--- src/rtl/fcs_xor_sequencer_if.sv ---
// fcs_xor_sequencer_if: frame start, payload bit source, CRC block link and serial output bundle.
interface fcs_xor_sequencer_if #(
    parameter int LEN_W = 16
);
    logic             start;
    logic [LEN_W-1:0] len;
    logic             bit_req;
    logic             bit_in;
    logic             crc_enable;
    logic             crc_s_in;
    logic [31:0]      crc_val;
    logic             out_bit;
    logic             out_valid;
    logic             out_is_fcs;
    logic             busy;
    logic             done;

    modport master (
        output start, len, bit_in, crc_val,
        input  bit_req, crc_enable, crc_s_in, out_bit, out_valid, out_is_fcs, busy, done
    );

    modport slave (
        input  start, len, bit_in, crc_val,
        output bit_req, crc_enable, crc_s_in, out_bit, out_valid, out_is_fcs, busy, done
    );
endinterface

--- src/rtl/fcs_xor_sequencer.sv ---
// fcs_xor_sequencer: streams len payload bits through fcs_for_xor, then appends its 32-bit correction value.
module fcs_xor_sequencer #(
    parameter int LEN_W         = 16,
    parameter bit FCS_MSB_FIRST = 1'b1
) (
    input logic               clk,
    input logic               rst,
    fcs_xor_sequencer_if.slave bus
);
    localparam int CNT_W = (LEN_W < 6) ? 6 : LEN_W;

    typedef enum logic [2:0] {IDLE, PAYLOAD, LATCH, FCS, DONE} state_t;

    state_t           st, nxt;
    logic [CNT_W-1:0] cnt, cnt_d;
    logic [31:0]      sr, sr_d;
    logic             pay, fcs;

    always_ff @(posedge clk) begin
        if (rst) begin
            st  <= IDLE;
            cnt <= '0;
            sr  <= '0;
        end else begin
            st  <= nxt;
            cnt <= cnt_d;
            sr  <= sr_d;
        end
    end

    always_comb begin
        nxt   = st;
        cnt_d = cnt;
        sr_d  = sr;
        case (st)
            IDLE: if (bus.start) begin
                cnt_d = CNT_W'(bus.len);
                nxt   = (|bus.len) ? PAYLOAD : LATCH;
            end
            PAYLOAD: begin
                cnt_d = cnt - 1'b1;
                nxt   = (cnt == CNT_W'(1)) ? LATCH : PAYLOAD;
            end
            // fcs_for_xor is cleared after this cycle, so sr keeps the only copy
            LATCH: begin
                sr_d  = bus.crc_val;
                cnt_d = CNT_W'(32);
                nxt   = FCS;
            end
            FCS: begin
                cnt_d = cnt - 1'b1;
                sr_d  = FCS_MSB_FIRST ? {sr[30:0], 1'b0} : {1'b0, sr[31:1]};
                nxt   = (cnt == CNT_W'(1)) ? DONE : FCS;
            end
            default: nxt = IDLE;
        endcase
    end

    // outputs are forced low while rst is asserted, whatever the current state
    assign pay            = (st == PAYLOAD) && !rst;
    assign fcs            = (st == FCS) && !rst;
    assign bus.bit_req    = pay;
    assign bus.crc_enable = pay;
    assign bus.crc_s_in   = pay & bus.bit_in;
    assign bus.out_bit    = pay ? bus.bit_in : (fcs & (FCS_MSB_FIRST ? sr[31] : sr[0]));
    assign bus.out_valid  = pay | fcs;
    assign bus.out_is_fcs = fcs;
    assign bus.busy       = (st != IDLE) && !rst;
    assign bus.done       = (st == DONE) && !rst;
endmodule

--- src/flat_wrapper.sv ---
// flat-port wrapper written by rule: the top's interface ports become plain ports
module fcs_xor_sequencer_flat 
#(
    parameter int LEN_W         = 16,
    parameter bit FCS_MSB_FIRST = 1'b1
)
  (clk, rst, bus_start, bus_len, bus_bit_in, bus_crc_val, bus_bit_req, bus_crc_enable, bus_crc_s_in, bus_out_bit, bus_out_valid, bus_out_is_fcs, bus_busy, bus_done);
  fcs_xor_sequencer_if #(.LEN_W(LEN_W)) bus_i ();
  input logic clk;
  input logic rst;
  input wire logic [$bits(bus_i.start)-1:0] bus_start;
  input wire logic [$bits(bus_i.len)-1:0] bus_len;
  input wire logic [$bits(bus_i.bit_in)-1:0] bus_bit_in;
  input wire logic [$bits(bus_i.crc_val)-1:0] bus_crc_val;
  output wire logic [$bits(bus_i.bit_req)-1:0] bus_bit_req;
  output wire logic [$bits(bus_i.crc_enable)-1:0] bus_crc_enable;
  output wire logic [$bits(bus_i.crc_s_in)-1:0] bus_crc_s_in;
  output wire logic [$bits(bus_i.out_bit)-1:0] bus_out_bit;
  output wire logic [$bits(bus_i.out_valid)-1:0] bus_out_valid;
  output wire logic [$bits(bus_i.out_is_fcs)-1:0] bus_out_is_fcs;
  output wire logic [$bits(bus_i.busy)-1:0] bus_busy;
  output wire logic [$bits(bus_i.done)-1:0] bus_done;
  assign bus_i.start = bus_start;
  assign bus_i.len = bus_len;
  assign bus_i.bit_in = bus_bit_in;
  assign bus_i.crc_val = bus_crc_val;
  assign bus_bit_req = bus_i.bit_req;
  assign bus_crc_enable = bus_i.crc_enable;
  assign bus_crc_s_in = bus_i.crc_s_in;
  assign bus_out_bit = bus_i.out_bit;
  assign bus_out_valid = bus_i.out_valid;
  assign bus_out_is_fcs = bus_i.out_is_fcs;
  assign bus_busy = bus_i.busy;
  assign bus_done = bus_i.done;
  fcs_xor_sequencer #(.LEN_W(LEN_W), .FCS_MSB_FIRST(FCS_MSB_FIRST)) u_core (.clk(clk), .rst(rst), .bus(bus_i));
endmodule
--- config.mk ---
export PLATFORM = sky130hd
export DESIGN_NAME = fcs_xor_sequencer_flat
export DESIGN_NICKNAME = d
export VERILOG_FILES = /design/src/rtl/fcs_xor_sequencer_if.sv /design/src/rtl/fcs_xor_sequencer.sv /design/src/flat_wrapper.sv
export SDC_FILE = /design/constraint.sdc
export NUM_CORES = 1
export LEC_CHECK = 0
export ABC_AREA = 1
export CAP_MARGIN = 20
export CORE_MARGIN = 2
export CORE_UTILIZATION = 54
export CTS_CLUSTER_SIZE = 10
export DETAILED_ROUTE_END_ITERATION = 16
export PLACE_DENSITY = 0.88
export RECOVER_POWER = 50
export SYNTH_ARGS = -nofsm -noshare
export SYNTH_HDL_FRONTEND = slang
export SYNTH_SLANG_ARGS = --single-unit
--- constraint.sdc ---
create_clock -name clk -period 3.7 [get_ports clk]
set_input_delay 0.37 -clock clk [delete_from_list [all_inputs] [get_ports clk]]
set_output_delay 0.37 -clock clk [all_outputs]
set_load 0.01 [all_outputs]
# Yosys cells after proc, flatten, opt, wreduce, memory -nomap -nowiden
# Index checks and enable logic that the tools add are counted.
# totals
reg_bits	51
input_bits	52
out_inout_bits	8
word_cells	34
# classes
addsub	1
n_eq_ne	6
muxes	9
bitwise_logic	3
n_reduce_logical	12
# op_table
op	count
case mux 32 bit (2 select lines)	1
case mux 16 bit (3 select lines)	1
equality test 16 x 1 -> 1 bit, second input constant	1
2-to-1 mux 16 bit	1
OR reduction 16 bit	1
subtractor 16 x 1 -> 16 bit, second input constant	1
case mux 3 bit (4 select lines)	1
equality test 3 x 2 -> 1 bit, second input constant	2
2-to-1 mux 3 bit	2
nonzero test 3 bit	2
logical AND 1 bit	4
2-to-1 mux 2 bit	2
equality test 3 x 1 -> 1 bit, second input constant	1
equality test 3 bit, second input constant	1
logical NOT 3 bit	1
AND 1 bit	2
!= test 2 bit, second input constant	1
AND reduction 2 bit	1
nonzero test 2 bit	1
OR reduction 2 bit	1
logical NOT 1 bit	1
2-to-1 mux 1 bit	1
OR 1 bit	1

# Depth between registers and ports, before layout
# logic_depth
word_depth	4
ltp_mapped	9
mapped_depth_nobuf	9

# Worst setup path after synthesis
# Ideal clock, no wire load.
# synth_path
kind	reg-to-output
from	register u_core.st[2]
to	output bus_out_bit
arrival_ps	1148
slack_ps	2182
path_stages_with_launch	9
n_path_buf	1
cell_sequence	dfxtp_1 > nor2_4 > nand2_2 > inv_2 > nand2_2 > inv_2 > buf_2 > nand2_1 > o21ai_1
# synth_between
elab_chain_len	4
elab_cells_between_ends	6
cone_classes	eq/ne (2); mux (1); bitwise (1); reduce/logical (2)
# synth_rtl
item	line_no	text
start, declared	fcs_xor_sequencer.sv:14	state_t st, nxt;
start signal, assigned	fcs_xor_sequencer.sv:25	st <= nxt;
equality test 3 x 2 -> 1 bit	fcs_xor_sequencer.sv:61	assign fcs = (st == FCS) && !rst;
logical AND 1 bit	fcs_xor_sequencer.sv:61	
via bus_out_is_fcs	flat_wrapper.sv:20	output wire logic [$bits(bus_i.out_is_fcs)-1:0] bus_out_is_fcs;
AND 1 bit	fcs_xor_sequencer.sv:65	assign bus.out_bit = pay ? bus.bit_in : (fcs & (FCS_MSB_FIRST ? sr[31] : sr[0]));
2-to-1 mux 1 bit	fcs_xor_sequencer.sv:65	
end, declared	flat_wrapper.sv:18	output wire logic [$bits(bus_i.out_bit)-1:0] bus_out_bit;
# The timed path passes the listed nets, and every way through them passes these cells.

# Worst setup path after layout
# layout_path
from	register u_core.st[2]
to	register u_core.cnt[5]
# layout_between
elab_chain_len	4
elab_cells_between_ends	9
cone_classes	eq/ne (4); mux (1); reduce/logical (4)
# layout_rtl
item	line_no	text
equality test 3 x 2 -> 1 bit / equality test 3 x 1 -> 1 bit (equally long branches)	fcs_xor_sequencer.sv:35	case (st)
OR reduction 2 bit (no line)	--	
nonzero test 3 bit (no line)	--	
AND reduction 2 bit (no line)	--	
end signal, assigned	fcs_xor_sequencer.sv:26	cnt <= cnt_d;
end, declared	fcs_xor_sequencer.sv:15	logic [CNT_W-1:0] cnt, cnt_d;
# Parallel ways exist; a longest one is shown, timed or not.
# A chain may end at the register's enable or synchronous reset.

==> results.cfg <==
[status]
status = complete, but fails checks
violations = capacitance limit, slew limit

[synthesis]
syn_area_mm2 = 0.00269
synth.distinct_cells = 27
synthFlopType = dfxtp_1
syn_inst = 406
synth_area_per_cell_um2 = 6.62
ys_async_sr_fraction = 0
seq_area_frac_synth = 0.380
yosysTopAreaCellShare = 0.380
synth_nets = 460
synth_area_leader_cell = dfxtp_1
ys_ff_latch = 51
ys_warn_count = 0
synth_edf_count = 0
synthTopCellsByArea = dfxtp_1 (38%), nand2_1 (17%), nor2_1 (6.8%)

[timing]
fmax_mhz = 331
report.final.slew_viol_count = 34
max_slew_margin = -0.334
rsz0062_at_grt = false
layout_setup_ws_ps = 678
fin_skew_ps = 7.71
timing.final.crit_period_ps = 3020
timing.final.crit_share = 0.817
finalHoldViolations = 0
worst_hold_slack_ps = 473
worstMarginPinSlew_ps = 1990
setup_viol = 0
tns_ps = 0

[finish]
final_layout_size_suffix_gt1_frac = 0.0593
utilization = 0.707
area_delta_synth_final_pct = 25.0
final_nets = 508
n_antenna_cell = 0

[cts]
cts.sink_count = 51
cts-root-buf = clkbuf_8
clock_path_buffers = 2
cts_tree = done
postCtsHoldBufs = 0
cts_buffers = 5
insertion_delay_ps = 310
cts_resized = 0
h-tree-depth = 2
path_clk_slew_ps = 100
post-cts-setup-buffers = 0

[power_and_ir_drop]
leakagePower_nw = 1.29
peakVddDrop_mv = 0.255
p_per_area_mw_per_mm2 = 367

[detailed_routing]
drtAntennaViolNets = 0
drt_iter0_markers = 164
wirelength_um = 6970
viasPerCell = 5.43
dr.pass1.iters = 5
vias = 2837
drc_errors = 0
avgRoutedWirePerCell_um = 13.4

[floorplan]
dieArea_mm2 = 0.00556
die_w_um = 74.5
design.core.area_mm2 = 0.00475
die_h_um = 74.5
ios = 60
initial_core_util = 0.565
rows = 25

[global_routing]
gr-usage-all-layers = 0.257
gr-total-overflow = 0
antenna_found_initial = 0
grt_first_pass_wirelength_um = 11000
grt_max_degree = 38
grt_pass1_vias = 2520

[setup_path]
cp.required_ps = 3950
cp_max_fo = 33
startpoint_type = flop
worst_path_max_delay_cell = nor2_1
worstPathCellList = nor2_4 -> inv_2 -> nor2_1 -> inv_1 -> o21ai_0 -> nor2_1 -> a21oi_1
crit_type = flop to flop
crit_top_cell = nor2_1
arrival_ps = 3270
max_stage_delay_ps = 1530
critPathCaptureType = flop

[placed_design]
gp_congestion = 0.913
place_ws_ps = 1020
dpl.hpwl_um = 5010
portBuffers = 59

[min_path]
hold_path_class = flop to flop

[run]
cap_violations = 1
[layer usage]
metal  vias to the layer above  track usage  wire length (um)
li1                       1430            -                 -
met1                      1271        0.310              2880
met2                       123        0.459              3460
met3                        13       0.0447               519
met4                         0       0.0893               112
met5                         -            0                 0
[critical path, delay by kind of cell, from the launching register on]
family,cells,cell delay (ps)
AO/OA/AOI/OAI,2,350
buffers and inverters,2,450
flip-flops,1,370
AND/OR/NAND/NOR,3,1790
[flip-flops by register name, summed over array words and instances, names as in the netlist]
signal / cells
u_core.sr: 32
u_core.st: 3
u_core.cnt: 16
[cell type report]
class	instances	area, um2
sequential	51	1020
multi-input combinational	303	1420
clock inverter	3	47.5
tap	67	83.8
fill	421	1400
clock buffer	5	68.8
inverter	33	124
timing repair buffer	60	598
[synth_stat cells, types with 4 or more instances]
| cell | count |
|---|---|
| clkbuf_1 | 5 |
| nand2_2 | 4 |
| inv_1 | 24 |
| a22oi_1 | 13 |
| a31oi_1 | 15 |
| dfxtp_1 | 51 |
| o21ai_0 | 10 |
| o22ai_1 | 4 |
| buf_4 | 4 |
| o21ai_1 | 22 |
| nor2_1 | 49 |
| nand2_1 | 119 |
| nand3_1 | 24 |
| a21oi_1 | 24 |
| buf_2 | 6 |
| inv_2 | 9 |
[logic make-up (layout without fill, tap and decap cells)]
kind of cell | count (synthesis) | in the layout | share of synthesized area
compound gates | 91 | 91 | 0.196
simple gates | 210 | 210 | 0.325
fa+ha+maj | 2 | 2 | 0.00931
flops | 51 | 51 | 0.380
buf+inv | 52 | 101 | 0.0894
[path summary, 6_finish.rpt]
check	slack [ps]	from	cells after the start	end
setup / recovery	680	u_core.st[2]$_SDFFE_PP0P_	7	u_core.cnt[5]$_SDFFE_PP0P_
hold / removal	470	u_core.sr[18]$_SDFFE_PP0P_	2	u_core.sr[19]$_SDFFE_PP0P_
setup reg to reg	680	u_core.st[2]$_SDFFE_PP0P_	7	u_core.cnt[5]$_SDFFE_PP0P_
hold reg to reg	470	u_core.sr[18]$_SDFFE_PP0P_	2	u_core.sr[19]$_SDFFE_PP0P_
[per-stage QoR]
step	cells	cell area, um2	total power, mW
2_1_floorplan	406	2690	0.746
3_3_place_gp	514	3250	0.838
3_5_place_dp	514	3250	0.843
4_1_cts	522	3370	1.24
5_1_grt	522	3360	1.29
6_report	522	3360	1.23
[power breakdown]
group	switching (mW)	internal, mW
sequential	0.0203	0.568
clock	0.196	0.205
combinational	0.134	0.110
[placed cells by master (no fill, tap or decap), drive strengths merged]
master and instances:
a21oi 24, a22oi 13, a31oi 15, buf 1
bufinv 1, clkbuf 5, clkdlybuf4s50 59, clkinv 1
dfxtp 51, ha 2, inv 34, nand2 123
nand3 24, nand3b 3, nand4 1, nor2 54
nor3 2, o21a 1, o21ai 32, o21bai 2
o22ai 4, or2 3
No activity file was read; power rests on OpenSTA's default activity.
